==> config.mk <==
export PLATFORM = sky130hd
export DESIGN_NAME = dmem_arbiter
export DESIGN_NICKNAME = d
export VERILOG_FILES = /design/src/rtl/dmem_pkg.sv /design/src/rtl/dmem_arb_pick.sv /design/src/rtl/dmem_arbiter.sv
export SDC_FILE = /design/constraint.sdc
export NUM_CORES = 1
export LEC_CHECK = 0
export ABC_CLOCK_PERIOD_IN_PS = 5200
export CORE_AREA = 3 3 124 126
export CTS_CLUSTER_DIAMETER = 40
export DETAILED_ROUTE_END_ITERATION = 10
export DIE_AREA = 0 0 127 129
export GPL_TIMING_DRIVEN = 0
export PLACE_DENSITY = 0.61
export REMOVE_ABC_BUFFERS = 1
export SLEW_MARGIN = 10
export SYNTH_ARGS = -nofsm -noshare
export SYNTH_HDL_FRONTEND = slang
export SYNTH_HIERARCHICAL = 1
export SYNTH_SLANG_ARGS = --single-unit
==> constraint.sdc <==
create_clock -name CLK -period 5.2 [get_ports CLK]
set_input_delay 0.78 -clock CLK [delete_from_list [all_inputs] [get_ports CLK]]
set_output_delay 0.78 -clock CLK [all_outputs]
set_load 0.005 [all_outputs]
==> src/rtl/dmem_pkg.sv <==
// dmem_pkg
// Shared definitions for the data-memory arbiter slice:
//   - MemOp encodings used by the CPU load/store path
//   - arbiter FSM state type (IDLE / RESP_A / RESP_B)
//   - default address of the memory-mapped seven-segment register
//   - owner encoding for the last_owner fairness register
package dmem_pkg;

   localparam logic [2:0] MEMOP_LB  = 3'b000;
   localparam logic [2:0] MEMOP_LH  = 3'b001;
   localparam logic [2:0] MEMOP_LW  = 3'b010;
   localparam logic [2:0] MEMOP_LBU = 3'b100;
   localparam logic [2:0] MEMOP_LHU = 3'b101;

   typedef enum logic [1:0] {
      IDLE   = 2'd0,
      RESP_A = 2'd1,
      RESP_B = 2'd2
   } arb_state_t;

   localparam logic [31:0] SEG_ADDR_DEFAULT = 32'h1004F000;

   localparam logic OWNER_A = 1'b0;
   localparam logic OWNER_B = 1'b1;

endpackage

==> src/rtl/dmem_arb_pick.sv <==
// dmem_arb_pick
// Two-way combinational arbiter for the data-memory port.
// Ports:
//   req_a, req_b  : requests from port A (CPU) and port B (debug master)
//   last_owner    : port granted most recently (OWNER_A / OWNER_B)
//   gnt_a, gnt_b  : one-hot-or-zero grants
// Parameter RR_EN selects round-robin tie breaking (1) or fixed A priority (0).
module dmem_arb_pick
   import dmem_pkg::*;
#(
   parameter bit RR_EN = 1'b0
) (
   input  logic req_a,
   input  logic req_b,
   input  logic last_owner,
   output logic gnt_a,
   output logic gnt_b
);

   logic a_wins_tie;

   // On a tie, round-robin hands the grant to whichever port did not own the
   // bus last; fixed priority always favours the CPU.
   always_comb begin
      a_wins_tie = RR_EN ? (last_owner == OWNER_B) : 1'b1;
      gnt_a      = req_a & (~req_b | a_wins_tie);
      gnt_b      = req_b & ~gnt_a;
   end

endmodule

==> src/rtl/dmem_arbiter.sv <==
// dmem_arbiter
// Shares the single data RAM port between port A (CPU load/store) and port B
// (debug / program loader), and decodes the seven-segment display register.
// Optional feature: define DMEM_ARB_RR_EN for round-robin tie breaking;
// otherwise port A has fixed priority and no last_owner register exists.
// Ports:
//   CLK, RST                : clock, asynchronous active-high reset
//   a_* / b_*               : requester interfaces (req/we/addr/wdata/op in,
//                             gnt/rvalid/rdata out)
//   mem_en/we/addr/wdata/op : synchronous RAM request, one-cycle read latency
//   mem_rdata               : RAM read data, valid the cycle after a read
//   seg_data                : display register contents
//   busy                    : a read response is being returned this cycle
module dmem_arbiter
   import dmem_pkg::*;
#(
   parameter logic [31:0] SEG_ADDR = SEG_ADDR_DEFAULT,
   parameter int          AW       = 16
) (
   input  logic          CLK,
   input  logic          RST,
   input  logic          a_req,
   input  logic          a_we,
   input  logic [31:0]   a_addr,
   input  logic [31:0]   a_wdata,
   input  logic [2:0]    a_op,
   output logic          a_gnt,
   output logic          a_rvalid,
   output logic [31:0]   a_rdata,
   input  logic          b_req,
   input  logic          b_we,
   input  logic [31:0]   b_addr,
   input  logic [31:0]   b_wdata,
   input  logic [2:0]    b_op,
   output logic          b_gnt,
   output logic          b_rvalid,
   output logic [31:0]   b_rdata,
   output logic          mem_en,
   output logic          mem_we,
   output logic [AW-1:0] mem_addr,
   output logic [31:0]   mem_wdata,
   output logic [2:0]    mem_op,
   input  logic [31:0]   mem_rdata,
   output logic [31:0]   seg_data,
   output logic          busy
);

   arb_state_t  state_q, state_d;
   logic        seg_resp_q, seg_resp_d;
   logic        last_owner;
   logic        gnt_a, gnt_b, gnt_any;
   logic        win_we;
   logic [31:0] win_addr, win_wdata;
   logic [2:0]  win_op;
   logic        win_is_seg;
   logic [31:0] resp_data;

   // Requests are masked while reset is held so nothing is granted or
   // issued to memory until the arbiter is released.
   dmem_arb_pick #(
`ifdef DMEM_ARB_RR_EN
      .RR_EN(1'b1)
`else
      .RR_EN(1'b0)
`endif
   ) u_pick (
      .req_a      (a_req & ~RST),
      .req_b      (b_req & ~RST),
      .last_owner (last_owner),
      .gnt_a      (gnt_a),
      .gnt_b      (gnt_b)
   );

   // Winner mux: the granted port's access fields, plus the MMIO decode.
   always_comb begin
      gnt_any    = gnt_a | gnt_b;
      win_we     = gnt_b ? b_we    : a_we;
      win_addr   = gnt_b ? b_addr  : a_addr;
      win_wdata  = gnt_b ? b_wdata : a_wdata;
      win_op     = gnt_b ? b_op    : a_op;
      win_is_seg = (win_addr == SEG_ADDR);
   end

`ifdef DMEM_ARB_RR_EN
   // Remembers the most recent owner so the next tie goes to the other port.
   // Resets to B so the CPU wins the first tie.
   always_ff @(posedge CLK or posedge RST) begin
      if (RST)
         last_owner <= OWNER_B;
      else if (gnt_any)
         last_owner <= gnt_b ? OWNER_B : OWNER_A;
   end
`else
   assign last_owner = OWNER_B;
`endif

   // State register: which port (if any) receives read data this cycle and
   // whether that data comes from the display register instead of RAM.
   always_ff @(posedge CLK or posedge RST) begin
      if (RST) begin
         state_q    <= IDLE;
         seg_resp_q <= 1'b0;
      end else begin
         state_q    <= state_d;
         seg_resp_q <= seg_resp_d;
      end
   end

   // Next state: any granted read opens a response window for its port next
   // cycle, even while the current response is still being returned.
   always_comb begin
      state_d    = IDLE;
      seg_resp_d = 1'b0;
      if (gnt_any && !win_we) begin
         state_d    = gnt_b ? RESP_B : RESP_A;
         seg_resp_d = win_is_seg;
      end
   end

   // Display register: a granted write to SEG_ADDR always stores the whole
   // word, regardless of the MemOp size.
   always_ff @(posedge CLK or posedge RST) begin
      if (RST)
         seg_data <= 32'h0;
      else if (gnt_any && win_we && win_is_seg)
         seg_data <= win_wdata;
   end

   // Outputs: memory strobe suppressed for MMIO accesses, response data routed
   // only to the port that owns the current response window.
   always_comb begin
      a_gnt     = gnt_a;
      b_gnt     = gnt_b;
      mem_en    = gnt_any & ~win_is_seg;
      mem_we    = gnt_any & win_we & ~win_is_seg;
      mem_addr  = gnt_any ? win_addr[AW-1:0] : '0;
      mem_wdata = gnt_any ? win_wdata : 32'h0;
      mem_op    = gnt_any ? win_op : 3'b000;
      resp_data = seg_resp_q ? seg_data : mem_rdata;
      a_rvalid  = (state_q == RESP_A);
      b_rvalid  = (state_q == RESP_B);
      a_rdata   = a_rvalid ? resp_data : 32'h0;
      b_rdata   = b_rvalid ? resp_data : 32'h0;
      busy      = (state_q != IDLE);
   end

endmodule

# Word-level counts from Yosys, hierarchy flattened

Cells that the tools add are included.

Add/subtract/negate cells: 0
Multipliers: 0
Div/mod/pow operators: 0
Order comparisons: 0
Eq/ne operators: 3
Shifts and indexed selects: 0
Mux-type cells: 13
Bitwise gates (word level): 10
Reduce and logical (&&, ||, !) cells: 5

Operators with widths:

| cell                 | count |
|---|---|
| $mux 32              | 6 |
| $eq 32x29->1 const B | 1 |
| $mux 16              | 1 |
| $and 1x1->1          | 6 |
| $mux 3               | 2 |
| $mux 2               | 2 |
| $logic_and 1x1->1    | 3 |
| $not 1->1            | 3 |
| $eq 2x1->1 const B   | 1 |
| $eq 2x2->1 const B   | 1 |
| $mux 1               | 2 |
| $reduce_bool 2->1    | 1 |
| $logic_not 1->1      | 1 |
| $or 1x1->1           | 1 |

Register bits after elaboration: 35
Bits in latches: 0
RAM bits: 0
Memory bits (read-only): 0
Bits of input ports: 172
Output and inout bits: 154
Word-level logic and storage cells: 34
Memories: 0

# Depth between registers and ports, before layout

Gate-level depths: netlist of run 1.

Depth in word-level cells: 8
Depth in mapped cells: 9
Depth with buffers taken out: 7

# Cells and area by module

The synthesis of run 1 kept the hierarchy.

By module, submodules not included:

| module        | instances | cells an instance | area each (um^2) | sequential area each (um^2) |
|---|---|---|---|---|
| dmem_arbiter  | 1         | 331               | 3204.3           | 875.8 |
| dmem_arb_pick | 1         | 2                 | 21.3             | 0.0 |

# Worst setup path after synthesis of run 1

OpenSTA, ideal clock, no wires.

Kind: input-to-output
From: in a_req
To: out mem_we
Arrival time: 2.077 ns
Required time: 4.420 ns
Path slack: 2.343 ns
Cell stages on the path: 8
Path buffers: 1
Path through: nor2b_1 > nor2b_4 > buf_6 > nor4_1 > nand4_1 > a21oi_2 > nand2_1 > and2_1

Word-level cells in the longest chain between the ends: 7
Elaborated cells between the ends (all ways): 10
Those cells by class: eq/ne: 1; mux: 2; bitwise: 7

RTL lines:

| what            | RTL line            | text |
|---|---|---|
| start, declared | dmem_arbiter.sv:22  | `input logic a_req,` |
| $and 1x1->1 *   | dmem_arbiter.sv:67  | `.req_a (a_req & ~RST),` |
| $not 1->1 *     | dmem_arb_pick.sv:27 | `gnt_b = req_b & ~gnt_a;` |
| $and 1x1->1 *   | dmem_arb_pick.sv:27 |  |
| named net b_gnt | dmem_arbiter.sv:35  | `output logic b_gnt,` |
| $mux 32         | dmem_arbiter.sv:78  | `win_addr = gnt_b ? b_addr : a_addr;` |
| $eq 32x29->1    | dmem_arbiter.sv:81  | `win_is_seg = (win_addr == SEG_ADDR);` |
| $not 1->1       | dmem_arbiter.sv:135 | `mem_we = gnt_any & win_we & ~win_is_seg;` |
| $and 1x1->1 *   | dmem_arbiter.sv:135 |  |
| end, declared   | dmem_arbiter.sv:39  | `output logic mem_we,` |

Mark *: on every way through the listed nets, which the timed path passes. The rest lies on a longest branch.

# Worst setup path after layout of run 1

From: in RST
To: out mem_we

Word-level cells in the longest chain between the ends: 8
Elaborated cells between the ends (all ways): 12
Those cells by class: eq/ne: 1; mux: 2; bitwise: 9

RTL lines:

| what            | RTL line                               | text |
|---|---|---|
| start, declared | dmem_arbiter.sv:21                     | `input logic RST,` |
| $not 1->1 *     | dmem_arbiter.sv:67, dmem_arbiter.sv:68 |  |
| $and 1x1->1     | dmem_arbiter.sv:67                     |  |
| $not 1->1       | dmem_arb_pick.sv:27                    |  |
| $and 1x1->1     | dmem_arb_pick.sv:27                    |  |
| $mux 32         | dmem_arbiter.sv:78                     |  |
| $eq 32x29->1    | dmem_arbiter.sv:81                     |  |
| $not 1->1       | dmem_arbiter.sv:135                    |  |
| $and 1x1->1 *   | dmem_arbiter.sv:135                    |  |

Mark *: on every way between the ends. The rest lies on a longest branch, timed or not.

==> run summary, run 1 <==
* Filler Cell Count: 1386
* class of the most critical hold timing path: flop to flop
* Final Setup Violations: 0
* Nets: 808
* leakage power of the design: 2.70 nW
* Setup Crit Path Kind: input pin to primary output
* post-synthesis instance area: 3220 µm²
* WP data required: 4420 ps
* Antenna Nets Post-Route: 0
* hold-fix buffers at CTS: 0
* number of max-cap violations: 0
* clock buffer count from CTS: 5
* root buffer cell: sky130_fd_sc_hd__clkbuf_16
* DR WL/cell: 17.9 µm
* share of the cycle needed by the critical path after routing: 84.9%
* global-route wire length before repair: 22100 µm
* die outline area: 16400 µm²
* final instance area: 6790 µm²
* initial standard-cell utilization of the core: 22.3%
* endpoint arrival time on the critical path: 3640 ps
* placed inst area: 6650 µm²
* H-Tree Level Count: 2
* Via Count: 3879
* VDD IR-drop max: 0.0874 mV
* average cell area after synthesis: 9.70 µm²
* number of sinks driven by the clock tree: 35
* slowest cell on the critical path: sky130_fd_sc_hd__nor2b_4
* maximum clock frequency: 226 MHz
* number of DRC violations after detailed-routing iteration 0: 53
* critical path capture point type: primary output
* Final Hold Violating Endpoints: 0
* synthesized instance count: 332
* pre-CTS worst setup slack: 760 ps
* power density over the cells: 133 nW/µm²
* maximum number of pins on one net before global-route repair: 38
* Clock Tree Buf Depth: 2
* PostCTS Resize Cnt: 0
* die width: 127 µm
* overall die height: 129 µm
* via-per-instance ratio: 4.72
* final HPWL from detailed placement: 11800 µm
* post-route clock skew: 0 ps
* core outline area: 14400 µm²
* headroom to the max-slew limit: 47.4%
* drt pass-1 iters: 4
* CTS tree: done
* global-route congestion overflow total: 0
* routed wire length: 14700 µm
* Warnings, synthesis: 6
* global router's overall resource usage: 16.9%
* peak per-stage delay on the critical path: 540 ps
* final max-slew violation count: 0
* number of cell rows: 44
* buffers inserted by post-CTS timing repair: 0
* total power: 0.904 mW
* number of antenna diodes: 0
* min Tclk post-route: 4420 ps
* clock latency at the later pin of the worst-skew pair: 270 ps
* Tightest Pin Transition: 789 ps
* clock-pin slew reported for the worst setup and hold paths after clock tree synthesis: 50 ps
* number of antenna violations at the first check in global routing: 0
* setup repair after global routing missed its margin: no
* count of port buffers added during placement: 325
* number of global-route vias before repair: 4143
* share of layout cells above drive strength 1: 13.3%
* Boundary Pins: 326
* area grow syn2layout: 111%
* residual DRC count: 0
* critical path launch point type: input pin
* Critical Path, Cell by Cell: clkdlybuf4s50_1 -> nor2b_1 -> nor2b_4 -> nor2b_4 -> buf_12 -> a22o_1 -> and2_1 -> clkdlybuf4s50_1
* gpl congestion: 0.912
* outcome: complete, no violations
* maximum net fanout on the critical path: 34
* worst setup margin: 783 ps
## area by class of cell
class / count / area, µm² / share of cell area [%]
multi-input combinational: 262 / 2190 / 32.3
sequential: 35 / 877 / 12.9
clock buffer: 7 / 133 / 1.95
timing repair buffer: 329 / 3340 / 49.2
tap: 184 / 230 / 3.39
inverter: 3 / 11.3 / 0.166
clock inverter: 1 / 5.00 / 0.0737
## per-stage QoR
step	utilization (%)	std cells	TNS (ps)	hold slack, ps
3_5_place_dp	46.1	813	0	525
3_3_place_gp	45.4	809	-155270	522
5_1_grt	47.1	821	0	562
6_report	47.1	821	0	542
2_1_floorplan	-	300	0	527
4_1_cts	47.1	821	0	546
## final timing paths
kind | from | end | slack, ps | cells past startpoint
worst min-delay path | seg_data[26] | seg_data[26] | 540 | 1
worst max-delay path | RST | mem_we | 780 | 8
max in group asynchronous | RST | seg_resp_q | 3630 | 2
worst max register to register | seg_data[17] | seg_data[17] | 4400 | 1
worst min register to register | seg_data[26] | seg_data[26] | 540 | 1
min in group asynchronous | RST | seg_data[12] | 1030 | 2
## sequential cells by signal, indices dropped and copies added (netlist names)
signal and flops:
state_q 2, seg_resp_q 1, seg_data 32
## placed cells by master, fill, tap and decap left out, drive strengths merged
master / instances
clkdlybuf4s50: 325
nor2: 70
mux2: 64
a22o: 51
dfrtp: 35
mux2i: 32
nand2: 7
nor4: 7
nand4: 7
clkbuf: 7
nor2b: 6
buf: 4
inv: 3
o22ai: 2
nor3: 2
nand2b: 2
nor4b: 2
and4bb: 1
and4: 1
a2bb2oi: 1
a21oi: 1
nand3: 1
o21ai: 1
o21a: 1
and2: 1
or2: 1
o211a: 1
clkinv: 1
## critical path, delay by kind of cell
| family | cells | cell delay [ps] |
|---|---|---|
| compound gates | 1 | 220 |
| buf+inv | 3 | 1250 |
| simple gates | 4 | 1360 |
## metal layers
layer  global-route usage, %  share of wire, %
met1                    17.1                35
met2                    32.8                54
met3                    5.73               9.3
met5                       0                 0
met4                    4.54               1.7
## where the power goes
group	internal (mW)	total, mW	switching [mW]	leakage (nW)
sequential	0.273	0.273	0.000405	0.487
combinational	0.233	0.347	0.114	2.15
clock	0.177	0.283	0.106	0.0679
No activity file was read; power rests on OpenSTA's default activity.
==> run 2, diff against run 1 <==
--- a/config.mk
+++ b/config.mk
@@ -5,13 +5,13 @@
 export SDC_FILE = /design/constraint.sdc
 export NUM_CORES = 1
 export LEC_CHECK = 0
-export ABC_CLOCK_PERIOD_IN_PS = 5200
-export CORE_AREA = 3 3 124 126
+export ABC_CLOCK_PERIOD_IN_PS = 4300
+export CORE_AREA = 3 3 125 127
 export CTS_CLUSTER_DIAMETER = 40
 export DETAILED_ROUTE_END_ITERATION = 10
-export DIE_AREA = 0 0 127 129
+export DIE_AREA = 0 0 128 130
 export GPL_TIMING_DRIVEN = 0
-export PLACE_DENSITY = 0.61
+export PLACE_DENSITY = 0.6
 export REMOVE_ABC_BUFFERS = 1
 export SLEW_MARGIN = 10
 export SYNTH_ARGS = -nofsm -noshare
==> constraint.sdc (replaced) <==
create_clock -name CLK -period 4.3 [get_ports CLK]
set_input_delay 0.645 -clock CLK [delete_from_list [all_inputs] [get_ports CLK]]
set_output_delay 0.645 -clock CLK [all_outputs]
set_load 0.005 [all_outputs]
==> run 2 against run 1 <==
Die area grew 1.6%. Power increased by 22%. Setup slack got worse by 460 ps. Sequential share of layout area fell by 0.10 points. Combinational power is 23% higher. Clock skew stayed put. Critical path depth up 2.
==> run summary, run 2 (synthesis gave the netlist of run 1 again) <==
* endpoint arrival time on the critical path: 3330 ps
* initial standard-cell utilization of the core: 22.2%
* worst setup margin: 327 ps
* min Tclk post-route: 3970 ps
* pre-CTS worst setup slack: 32.3 ps
* Clock Tree Buf Depth: 2
* clock latency at the later pin of the worst-skew pair: 280 ps
* Clk network pwr share: 31.2%
* critical path capture point type: primary output
* non-filler instance count after layout: 825
* final HPWL from detailed placement: 11900 µm
* Nets: 812
* met3 routing resource usage after global routing: 5.32%
* register-to-register setup slack: 3490 ps
* maximum number of pins on one net before global-route repair: 37
* met1 GRT Util: 17.5%
* most common cell after layout, fill and taps aside: sky130_fd_sc_hd__clkdlybuf4s50_1
* share of the cycle needed by the critical path after routing: 92.4%
* number of antenna violations at the first check in global routing: 0
* biggest regs: seg_data (32), state_q (2), seg_resp_q (1)
* highest-utilization routing layer at the global route stage: met2
* largest register by flop count: seg_data
* number of max-cap violations: 0
* Worst Setup SP: RST
* count of port buffers added during placement: 325
* leakage power of the design: 2.73 nW
* commonest cells after routing, fill and taps aside: sky130_fd_sc_hd__clkdlybuf4s50_1, sky130_fd_sc_hd__nor2_1, sky130_fd_sc_hd__a22o_1
* routed wire length: 14900 µm
* minimum hold slack: 545 ps
* global-route congestion overflow total: 0
* Filler Cell Count: 1373
* outcome: complete, no violations
* headroom to the max-slew limit: 45.4%
* number of cells on the worst reg-to-reg path: 1
* met2 track utilization from global routing: 32.3%
* part of the power in registers: 30.1%
* net switching power figure: 0.268 mW
* number of cell rows: 44
* die width: 128 µm
* power density over the cells: 161 nW/µm²
* global router's overall resource usage: 16.4%
* drt pass-1 iters: 4
* number of global-route vias before repair: 3838
* # placed instances: 814
* number of DRC violations after detailed-routing iteration 0: 92
* hold-fix buffers at CTS: 0
* class of the most critical hold timing path: flop to flop
* post-route clock skew: 0 ps
* number of antenna diodes: 0
* root buffer cell: sky130_fd_sc_hd__clkbuf_16
* critical path launch point type: input pin
* Reg area: 877 µm²
* via-per-instance ratio: 4.62
* setup TNS after final layout: 0 ps
* share of total power in combinational logic: 38.8%
* Setup Crit Path Kind: input pin to primary output
* setup repair after global routing missed its margin: no
* die outline area: 16600 µm²
* H-Tree Level Count: 2
* number of flip-flops in the largest register: 32
* Reg2Reg Capture Point: seg_data[10]
* global-route wire length before repair: 21400 µm
* Int Pwr: 0.831 mW
* Final Hold Violating Endpoints: 0
* clock-pin slew reported for the worst setup and hold paths after clock tree synthesis: 50 ps
* maximum net fanout on the critical path: 26
* share of layout cells above drive strength 1: 14.0%
* worst reg2reg startpoint: seg_data[10]
* maximum clock frequency: 252 MHz
* final max-slew violation count: 0
* number of sinks driven by the clock tree: 35
* CTS tree: done
* DR WL/cell: 18.1 µm
* Via Count: 3812
* Final Setup Violations: 0
* overall die height: 130 µm
* residual DRC count: 0
* switching power as a share of total power: 24.4%
* gpl congestion: 0.794
* area occupied by multi-input gates: 2200 µm²
* area grow syn2layout: 112%
* core outline area: 14500 µm²
* WP data required: 3650 ps
* clock buffer count from CTS: 5
* Boundary Pins: 326
* capture point of the critical path: mem_we
* Antenna Nets Post-Route: 0
* Tightest Pin Transition: 819 ps
* VDD IR-drop max: 0.111 mV
[run 2: cell count changes in the layout (fill, tap and decap cells not counted), sizes merged]
cell,change
nor2b,+1
buf,+3
[run 2: metrics by stage]
step	total power, mW	util, %	cell area (µm²)
2_1_floorplan	0.458	-	3070
3_3_place_gp	0.749	45.1	6550
3_5_place_dp	0.761	46.0	6680
4_1_cts	1.12	46.9	6820
5_1_grt	1.16	47.1	6840
6_report	1.10	47.1	6840
[run 2: critical path, cell delays in order]
cell                              delay, ps
sky130_fd_sc_hd__clkdlybuf4s50_1        470
sky130_fd_sc_hd__nor2b_2                400
sky130_fd_sc_hd__nor2b_4                110
sky130_fd_sc_hd__buf_16                 190
sky130_fd_sc_hd__nor4_1                 320
sky130_fd_sc_hd__nand4_1                160
sky130_fd_sc_hd__a21oi_2                290
sky130_fd_sc_hd__nand2_1                110
sky130_fd_sc_hd__and2_1                 160
sky130_fd_sc_hd__clkdlybuf4s50_1        460
[run 2: final cells by class]
class | count | area share, %
inverters | 3 | 0.165
flip-flops and latches | 35 | 12.8
clock buffers | 7 | 1.94
well taps | 184 | 3.36
repair buffers | 332 | 49.4
multi-input cells | 263 | 32.2
clock inverters | 1 | 0.0731
[run 2: power by group through the flow]
stage | logic [mW] | registers [mW] | clock network [mW]
6_report | 0.426 | 0.331 | 0.342
5_1_grt | 0.458 | 0.331 | 0.373
4_1_cts | 0.426 | 0.331 | 0.360
3_5_place_dp | 0.425 | 0.337 | 0
3_3_place_gp | 0.413 | 0.336 | 0
2_1_floorplan | 0.121 | 0.336 | 0
[run 2: worst min-delay path by stage]
stage,endpoint,startpoint,cells after the start
after CTS,seg_data[14],seg_data[14],1
after detailed placement,seg_data[29],seg_data[29],1
after global placement,seg_data[29],seg_data[29],1
final,seg_data[29],seg_data[29],1
after global routing,seg_data[17],seg_data[17],1
after floorplan,seg_data[16],seg_data[16],1
[run 2: per-layer routing]
metal	vias up	routed length [µm]
met5	-	0
met4	0	49
met3	4	1470
met2	211	8060
met1	1753	5330
li1	1844	-
[run 2: what timing repair did]
| item | CTS | global route |
|---|---|---|
| resized for setup | 0 | 1 |
| setup buffers | 0 | 2 |
| endpoints found under the hold margin | 0 | 0 |
| endpoints found under the setup margin | 0 | 2 |
